--- src/rtl/cpu_regfile_mp.sv ---
`default_nettype none
// ============================================================================
// Module : cpu_regfile_mp
// Brief  : Multi-port register file: N combinational reads, byte/pair/flag
//          writes committed on the end-of-M-cycle strobe, sticky error flag.
// Rev    : 1.0  initial release
// ============================================================================
module cpu_regfile_mp #(
  parameter  int DATA_W    = 8,
  parameter  int NUM_REGS  = 12,
  parameter  int NUM_RD    = 3,
  parameter  int FLAG_REG  = 6,
  parameter  int FLAG_BITS = 4,
  localparam int IDX_W     = $clog2(NUM_REGS)
) (
  input  logic                       clk_i,
  input  logic                       reset_i,
  input  logic                       commit_i,
  input  logic [NUM_RD*IDX_W-1:0]    rd_idx_i,
  output logic [NUM_RD*DATA_W-1:0]   rd_data_o,
  input  logic                       wr_en_i,
  input  logic [IDX_W-1:0]           wr_idx_i,
  input  logic [DATA_W-1:0]          wr_data_i,
  input  logic [1:0]                 pair_op_i,
  input  logic [IDX_W-1:0]           pair_idx_i,
  input  logic [2*DATA_W-1:0]        pair_data_i,
  output logic [2*DATA_W-1:0]        pair_out_o,
  input  logic                       flag_we_i,
  input  logic [FLAG_BITS-1:0]       flag_data_i,
  output logic [FLAG_BITS-1:0]       flags_o,
  input  logic                       err_clr_i,
  output logic                       err_o
);

  localparam logic [1:0] c_OP_NONE = 2'd0;
  localparam logic [1:0] c_OP_LOAD = 2'd1;
  localparam logic [1:0] c_OP_INC  = 2'd2;
  localparam logic [1:0] c_OP_DEC  = 2'd3;

  // Keeps only the flag bits of FLAG_REG; the low bits are never stored.
  localparam logic [DATA_W-1:0] c_FLAG_MASK = {{FLAG_BITS{1'b1}}, {(DATA_W-FLAG_BITS){1'b0}}};
  localparam logic [2*DATA_W-1:0] c_ONE = {{(2*DATA_W-1){1'b0}}, 1'b1};

  logic [DATA_W-1:0]   reg_q [NUM_REGS];
  logic [DATA_W-1:0]   reg_d [NUM_REGS];
  logic                err_q;
  logic                err_d;

  logic [IDX_W:0]      w_pair_lo_idx;
  logic                w_pair_legal;
  logic                w_pair_act;
  logic                w_pair_err;
  logic                w_overlap;
  logic [DATA_W-1:0]   w_pair_hi;
  logic [DATA_W-1:0]   w_pair_lo;
  logic [2*DATA_W-1:0] w_pair_cur;
  logic [2*DATA_W-1:0] w_pair_new;

  // ---------------------------------------------------------------------------
  // Pair decode and current pair value (also drives pair_out)
  // ---------------------------------------------------------------------------
  assign w_pair_lo_idx = {1'b0, pair_idx_i} + {{IDX_W{1'b0}}, 1'b1};
  assign w_pair_legal  = (pair_idx_i[0] == 1'b0) && (int'(pair_idx_i) < NUM_REGS - 1);
  assign w_pair_act    = (pair_op_i != c_OP_NONE) && w_pair_legal;
  assign w_pair_err    = (pair_op_i != c_OP_NONE) && !w_pair_legal;
  assign w_overlap     = w_pair_act && wr_en_i &&
                         ((wr_idx_i == pair_idx_i) || ({1'b0, wr_idx_i} == w_pair_lo_idx));

  always_comb begin
    w_pair_hi = '0;
    w_pair_lo = '0;
    for (int i = 0; i < NUM_REGS; i++) begin
      if (pair_idx_i == IDX_W'(i)) begin
        w_pair_hi = reg_q[i];
      end
      if (w_pair_lo_idx == (IDX_W+1)'(i)) begin
        w_pair_lo = reg_q[i];
      end
    end
  end

  assign w_pair_cur = {w_pair_hi, w_pair_lo};
  assign pair_out_o = w_pair_cur;

  // Inc/dec wrap naturally at the full pair width, carrying between halves.
  always_comb begin
    w_pair_new = w_pair_cur;
    case (pair_op_i)
      c_OP_LOAD: w_pair_new = pair_data_i;
      c_OP_INC:  w_pair_new = w_pair_cur + c_ONE;
      c_OP_DEC:  w_pair_new = w_pair_cur - c_ONE;
      default:   w_pair_new = w_pair_cur;
    endcase
  end

  // ---------------------------------------------------------------------------
  // Next state: byte write, then pair (wins on overlap), then flag merge
  // ---------------------------------------------------------------------------
  always_comb begin
    reg_d = reg_q;
    err_d = err_q;
    if (commit_i) begin
      for (int i = 0; i < NUM_REGS; i++) begin
        if (wr_en_i && !w_overlap && (wr_idx_i == IDX_W'(i))) begin
          reg_d[i] = wr_data_i;
        end
      end
      for (int i = 0; i < NUM_REGS; i++) begin
        if (w_pair_act && (pair_idx_i == IDX_W'(i))) begin
          reg_d[i] = w_pair_new[2*DATA_W-1 -: DATA_W];
        end
        if (w_pair_act && (w_pair_lo_idx == (IDX_W+1)'(i))) begin
          reg_d[i] = w_pair_new[DATA_W-1:0];
        end
      end
      reg_d[FLAG_REG] = reg_d[FLAG_REG] & c_FLAG_MASK;
      if (flag_we_i) begin
        reg_d[FLAG_REG][DATA_W-1 -: FLAG_BITS] = flag_data_i;
      end
      if (err_clr_i) begin
        err_d = 1'b0;
      end
      if (w_pair_err || w_overlap) begin
        err_d = 1'b1;
      end
    end
  end

  always_ff @(posedge clk_i or posedge reset_i) begin
    if (reset_i) begin
      for (int i = 0; i < NUM_REGS; i++) begin
        reg_q[i] <= '0;
      end
      err_q <= 1'b0;
    end else begin
      for (int i = 0; i < NUM_REGS; i++) begin
        reg_q[i] <= reg_d[i];
      end
      err_q <= err_d;
    end
  end

  // ---------------------------------------------------------------------------
  // Read ports: out-of-range indices return 0
  // ---------------------------------------------------------------------------
  generate
    for (genvar k = 0; k < NUM_RD; k++) begin : g_rd
      logic [IDX_W-1:0]  w_idx;
      logic [DATA_W-1:0] w_data;

      assign w_idx = rd_idx_i[k*IDX_W +: IDX_W];

      always_comb begin
        w_data = '0;
        for (int i = 0; i < NUM_REGS; i++) begin
          if (w_idx == IDX_W'(i)) begin
            w_data = reg_q[i];
          end
        end
      end

      assign rd_data_o[k*DATA_W +: DATA_W] = w_data;
    end
  endgenerate

  assign flags_o = reg_q[FLAG_REG][DATA_W-1 -: FLAG_BITS];
  assign err_o   = err_q;

endmodule
`default_nettype wire

--- config.mk ---
export PLATFORM = sky130hd
export DESIGN_NAME = cpu_regfile_mp
export DESIGN_NICKNAME = d
export VERILOG_FILES = /design/src/rtl/cpu_regfile_mp.sv
export SDC_FILE = /design/constraint.sdc
export NUM_CORES = 1
export LEC_CHECK = 0
export CORE_ASPECT_RATIO = 1.4
export CORE_MARGIN = 10
export CORE_UTILIZATION = 55
export DETAILED_ROUTE_END_ITERATION = 8
export PLACE_DENSITY = 0.75
export SYNTH_ARGS = -nofsm -noshare
export SYNTH_HDL_FRONTEND = slang
export SYNTH_SLANG_ARGS = --single-unit
--- constraint.sdc ---
create_clock -name clk_i -period 9.3 [get_ports clk_i]
set_clock_uncertainty 0.1 [all_clocks]
set_input_delay 1.395 -clock clk_i [delete_from_list [all_inputs] [get_ports clk_i]]
set_output_delay 1.395 -clock clk_i [all_outputs]
set_load 0.02 [all_outputs]
==> results of run 1 <==
## layout make-up
type / count / area [µm²] / share of cell area (%)
Multi-Input combinational cell: 1294 / 8402 / 66.05
Inverter: 37 / 141.4 / 1.111
Timing Repair Buffer: 129 / 1219 / 9.580
Sequential cell: 93 / 2327 / 18.29
Tap cell: 256 / 320.3 / 2.518
Clock buffer: 10 / 229.0 / 1.800
Clock inverter: 5 / 82.58 / 0.6492
## critical path, delay by kind of cell
kind	cells	cell delay [ps]
and+or+nand+nor	4	570
AOI/OAI and AO/OA	13	3250
buffers and inverters	4	1410
xor gates and xnor gates	1	160
adders and majority gates	2	770
## flip-flops by register name, summed over array words and instances (netlist names)
name	count
reg_q	88
flags_o	4
err_o	1
## path summary, 6_finish.rpt
path / from / to / slack [ps] / depth (start not counted)
min reg2reg: err_o$_DFFE_PP0P_ / err_o$_DFFE_PP0P_ / 420 / 1
max: pair_idx_i[0] / reg_q[88]$_DFFE_PP0P_ / 1830 / 24
min: err_o$_DFFE_PP0P_ / err_o$_DFFE_PP0P_ / 420 / 1
max reg2reg: reg_q[89]$_DFFE_PP0P_ / reg_q[88]$_DFFE_PP0P_ / 4040 / 20
min in group asynchronous: reset_i / reg_q[62]$_DFFE_PP0P_ / 1330 / 2
max in group asynchronous: reset_i / reg_q[84]$_DFFE_PP0P_ / 6610 / 3
## power breakdown
part / internal, mW / total [mW] / leakage [nW] / switching, mW
combinational: 0.432 / 1.04 / 3.57 / 0.612
clock: 0.236 / 0.410 / 0.153 / 0.174
sequential: 0.523 / 0.961 / 1.12 / 0.438
total: 1.19 / 2.41 / 4.84 / 1.22
## stage by stage
stage	cells	cell area [µm²]	utilization [%]	power, mW	setup WS (ps)
4_1_cts	1824	12720	61.88	2.305	2113
5_1_grt	1824	12720	61.88	2.451	1429
2_1_floorplan	1562	11490	-	1.349	2882
3_5_place_dp	1809	12410	60.37	1.898	1768
3_3_place_gp	1809	12410	60.37	1.884	1891
6_report	1824	12720	61.88	2.414	1833
## layout by cell type, fill, tap and decap left out, drive strengths merged, types with 12 or more instances in the layout
cell type,instances
nand2,206
nor2,167
o21ai,139
a21oi,136
clkdlybuf4s50,100
dfrtp,93
nand3,53
mux2i,42
inv,38
nor3,35
a22oi,32
buf,29
a221oi,29
mux4,28
a31oi,26
o211ai,24
a211oi,21
ha,20
o22ai,20
nand2b,19
mux2,18
nor2b,17
o221ai,16
a222oi,15
o31ai,15
nand4,14
a21o,13
and2,13
and3,13
a22o,12
## metal layers
metal  global-route usage, %  vias up  wire [µm]
met5                       0        -         28
met1                   50.47     6601      19970
met4                   35.03        2       6379
li1                        -     5932          -
met3                   14.38      412       8929
met2                   65.74     1318      25860
## cell families after synthesis
family / count (synthesis) / share of synthesized area [%]
compound gates: 594 / 35.44
xor+xnor: 13 / 0.9909
fa+ha+maj: 21 / 2.352
buf+inv: 175 / 6.773
flops: 93 / 20.25
mux: 88 / 10.91
simple gates: 578 / 23.28
==> reports/summary.txt, run 1 <==
max incr delay on CP - 960 ps
# fillers - 1,899
CTS tree - done
Rows - 62
total CTS buffers - 9
critical path startpoint category - input pin
period utilisation layout - 80.29%
Yosys reg bits - 93
worst hold slack - 416.6 ps
relative max-transition margin - 13.10%
area delta synth->final - 10.70%
CP cell instances - clkdlybuf4s50_1 -> inv_1 -> ha_2 -> inv_1 -> nand3_1 -> a21oi_1 -> a21oi_1 -> o21ai_0 -> a22oi_1 -> a21oi_1 -> a21oi_1 -> o31ai_1 -> inv_1 -> fa_1 -> nand2b_1 -> a21oi_1 -> o21ai_0 -> nand2b_1 -> a21oi_1 -> xnor2_1 -> a22oi_2 -> nor2_1 -> a221oi_1 -> a21oi_1
final setup fails - 0
Synth area leaders - dfrtp_1, nand2_1, a21oi_1
synthesized area - 11,490 µm²
final hold vios - 0
leak pwr - 4.842 nW
pin count of the biggest net entering global routing - 50
Core ar. - 20,560 µm²
asr flop ratio synth - 100.0%
Clock Sinks - 93
Tmin final - 7467 ps
max-cap violation count - 0
Post-synth top cells - nand2_1, nor2_1, a21oi_1
Pwr Density - 189.8 nW/µm²
Final Max Tran Viols - 0
Required @ worst endpoint - 9390 ps
cells after synthesis - 1,562
clk slew on worst S/H paths - 60 ps
synth warn - 0
Root Driver - clkbuf_16
DPL Wire Length - 43.35 mm
dominant cell type by area after synthesis - dfrtp_1
final net count - 1,641
largest fanout on the critical path - 17
Final TNS setup - 0 ps
Hold WC Path Type - reg -> reg
total wire length - 61.16 mm
routed via count - 14,270
slowest CP cell - a22oi_2
Worst Path Arrival - 7560 ps
Die H - 191.0 µm
CP endpoint kind - flip-flop
pin slew with the least headroom to its limit - 1278 ps
most frequent CP cell - a21oi_1
first-pass GRT wire length - 88.93 mm
Post-CTS Resized - 0
fraction of layout cells with a size suffix above 1 - 8.801%
die area - 27,160 µm²
Post-synth EDFFs - 0
drt first pass iters - 6
CTS H-tree depth - 3
Clock Path Buffers - 2
count leader, synth - nand2_1
Die Wd - 142.2 µm
GRT overflow - 0
maximum VDD drop - 0.1581 mV
ANT cells - 0
Final GP Congestion - 1.110
hold buffers post-CTS - 0
Cell variety after synth - 97
Primary FF master, synth - dfrtp_1
Via density - 7.821
port bufs - 100
Worst-Skew Late Latency - 380 ps
num ports - 101
routed len/inst - 33.53 µm
sequential area share after synthesis - 20.25%
initial antenna violation count - 3
Avg Inst Size Synth - 7.357 µm²
All-Layer GR Usage - 43.96%
number of routed nets with antenna violations - 0
outcome - complete, no violations
Yosys top cell area share - 20.25%
Mapped Nets - 1,639
crit path kind - in -> reg
vias in the first global route - 13,220
Setup Fix Bufs, Post-CTS - 0
Starting Density - 55.90%
Initial DRC Count - 2,231
fmax - 133.9 MHz
RSZ-0062 raised after global routing - no
DRC viols - 0
Power figures use the tool's default switching activity.
==> inputs of run 2 (changes only) <==
Clock period 9.3 ns to 7.6 ns, I/O delays scaled along.
==> run 2 against run 1 <==
Against the previous run:
- worst setup slack worse by 1200 ps
- first-iteration DRC count is 16% higher
- register-to-register slack got worse by 1600 ps
- clock power is 18% higher
- final area is 1.4% higher
- sequential power up 22%
- via count up 0.50%
- final cell count rose by 1.6%
==> reports/summary.txt, run 2 (synthesis results as in run 1) <==
RSZ-0062 raised after global routing - no
Via density - 7.732
All-Layer GR Usage - 43.56%
routed len/inst - 32.82 µm
# fillers - 1,872
worst setup margin - 639.5 ps
maximum VDD drop - 0.1897 mV
placed cell count - 1,836
final net count - 1,669
Final GP Congestion - 1.133
number of routed nets with antenna violations - 0
crit path kind - in -> reg
Setup Fix Bufs, Post-CTS - 0
Largest register FFs - 88
vias in the first global route - 13,330
num ports - 101
routed via count - 14,340
DPL Wire Length - 44.35 mm
Final Max Tran Viols - 0
CP endpoint kind - flip-flop
Seq. cell area - 2327 µm²
Worst Path Arrival - 7110 ps
drt first pass iters - 8
pin count of the biggest net entering global routing - 58
Pwr Density - 227.1 nW/µm²
commonest non-fill, non-tap cells in the layout - nand2_1, nor2_1, a21oi_1
initial antenna violation count - 3
Hold WC Path Type - reg -> reg
Final TNS setup - 0 ps
Tmin final - 6961 ps
DRC viols - 0
worst hold slack - 449.1 ps
total wire length - 60.86 mm
clk slew on worst S/H paths - 70 ps
Rows - 62
Die Wd - 142.2 µm
total CTS buffers - 9
largest fanout on the critical path - 18
final setup fails - 0
Die H - 191.0 µm
Worst-Skew Late Latency - 370 ps
Final Non-Filler Cells - 1,854
first-pass GRT wire length - 88.46 mm
Root Driver - clkbuf_16
largest reg by FF count - reg_q
pin slew with the least headroom to its limit - 1252 ps
Design Power - 2.930 mW
outcome - complete, no violations
hold buffers post-CTS - 0
period utilisation layout - 91.59%
Clock Sinks - 93
Post-CTS Resized - 0
die area - 27,160 µm²
pre-CTS setup slack - 544.5 ps
Required @ worst endpoint - 7750 ps
critical path startpoint category - input pin
port bufs - 100
Starting Density - 55.90%
leak pwr - 4.966 nW
area delta synth->final - 12.29%
CTS H-tree depth - 3
Initial DRC Count - 2,585
GRT overflow - 0
relative max-transition margin - 15.90%
most common cell after layout, fill and taps aside - nand2_1
Core ar. - 20,560 µm²
fmax - 143.7 MHz
Clock Path Buffers - 2
fraction of layout cells with a size suffix above 1 - 10.27%
max-cap violation count - 0
final hold vios - 0
CTS tree - done
Multi-input gate area - 8388 µm²
==> run 2: layout make-up <==
cell class / count / share of cell area (%)
Sequential cell: 93 / 18.04
Multi-Input combinational cell: 1294 / 65.01
Timing Repair Buffer: 157 / 11.05
Clock buffer: 10 / 1.774
Inverter: 37 / 1.096
Clock inverter: 6 / 0.5333
Antenna cell: 1 / 0.01939
Tap cell: 256 / 2.482
==> run 2: power by group <==
group / internal, mW / switching, mW / leakage (nW)
combinational: 0.540 / 0.742 / 3.70
sequential: 0.640 / 0.525 / 1.12
clock: 0.258 / 0.224 / 0.143
==> run 2: critical path: stages <==
cell and delay (ps):
clkdlybuf4s50_1 780, ha_1 620, and2b_1 280, a32oi_1 580, nor2_1 210, a221o_1 340
nor2_1 170, o21ai_1 150, ha_1 360, a21oi_1 290, o21ai_1 110, a31o_2 260
o21ai_2 190, a211o_1 180, nand3_1 650, a221oi_1 470, o21ai_0 160, o21a_1 130
==> run 2: metrics by stage <==
stage | cell area, µm² | util [%]
finish | 12900 | 62.77
global route | 12900 | 62.77
CTS | 12900 | 62.73
detailed placement | 12600 | 61.28
global placement | 12600 | 61.28
floorplan | 11490 | -
==> run 2: final timing paths <==
path / from / cells after the start / slack (ps) / to
worst min-delay path: err_o$_DFFE_PP0P_ / 1 / 450 / err_o$_DFFE_PP0P_
min in group asynchronous: reset_i / 2 / 1050 / reg_q[50]$_DFFE_PP0P_
worst min register to register: err_o$_DFFE_PP0P_ / 1 / 450 / err_o$_DFFE_PP0P_
worst max-delay path: pair_idx_i[0] / 18 / 640 / reg_q[87]$_DFFE_PP0P_
worst max register to register: reg_q[89]$_DFFE_PP0P_ / 21 / 2460 / reg_q[60]$_DFFE_PP0P_
max in group asynchronous: reset_i / 3 / 5130 / reg_q[84]$_DFFE_PP0P_
==> run 2: per-layer routing <==
layer	global-route usage (%)	up-vias	wire length (µm)
met2	66.03	1324	26300
li1	-	6002	-
met5	0	-	48
met1	50.27	6615	19860
met3	13.61	393	8774
met4	33.14	2	5873
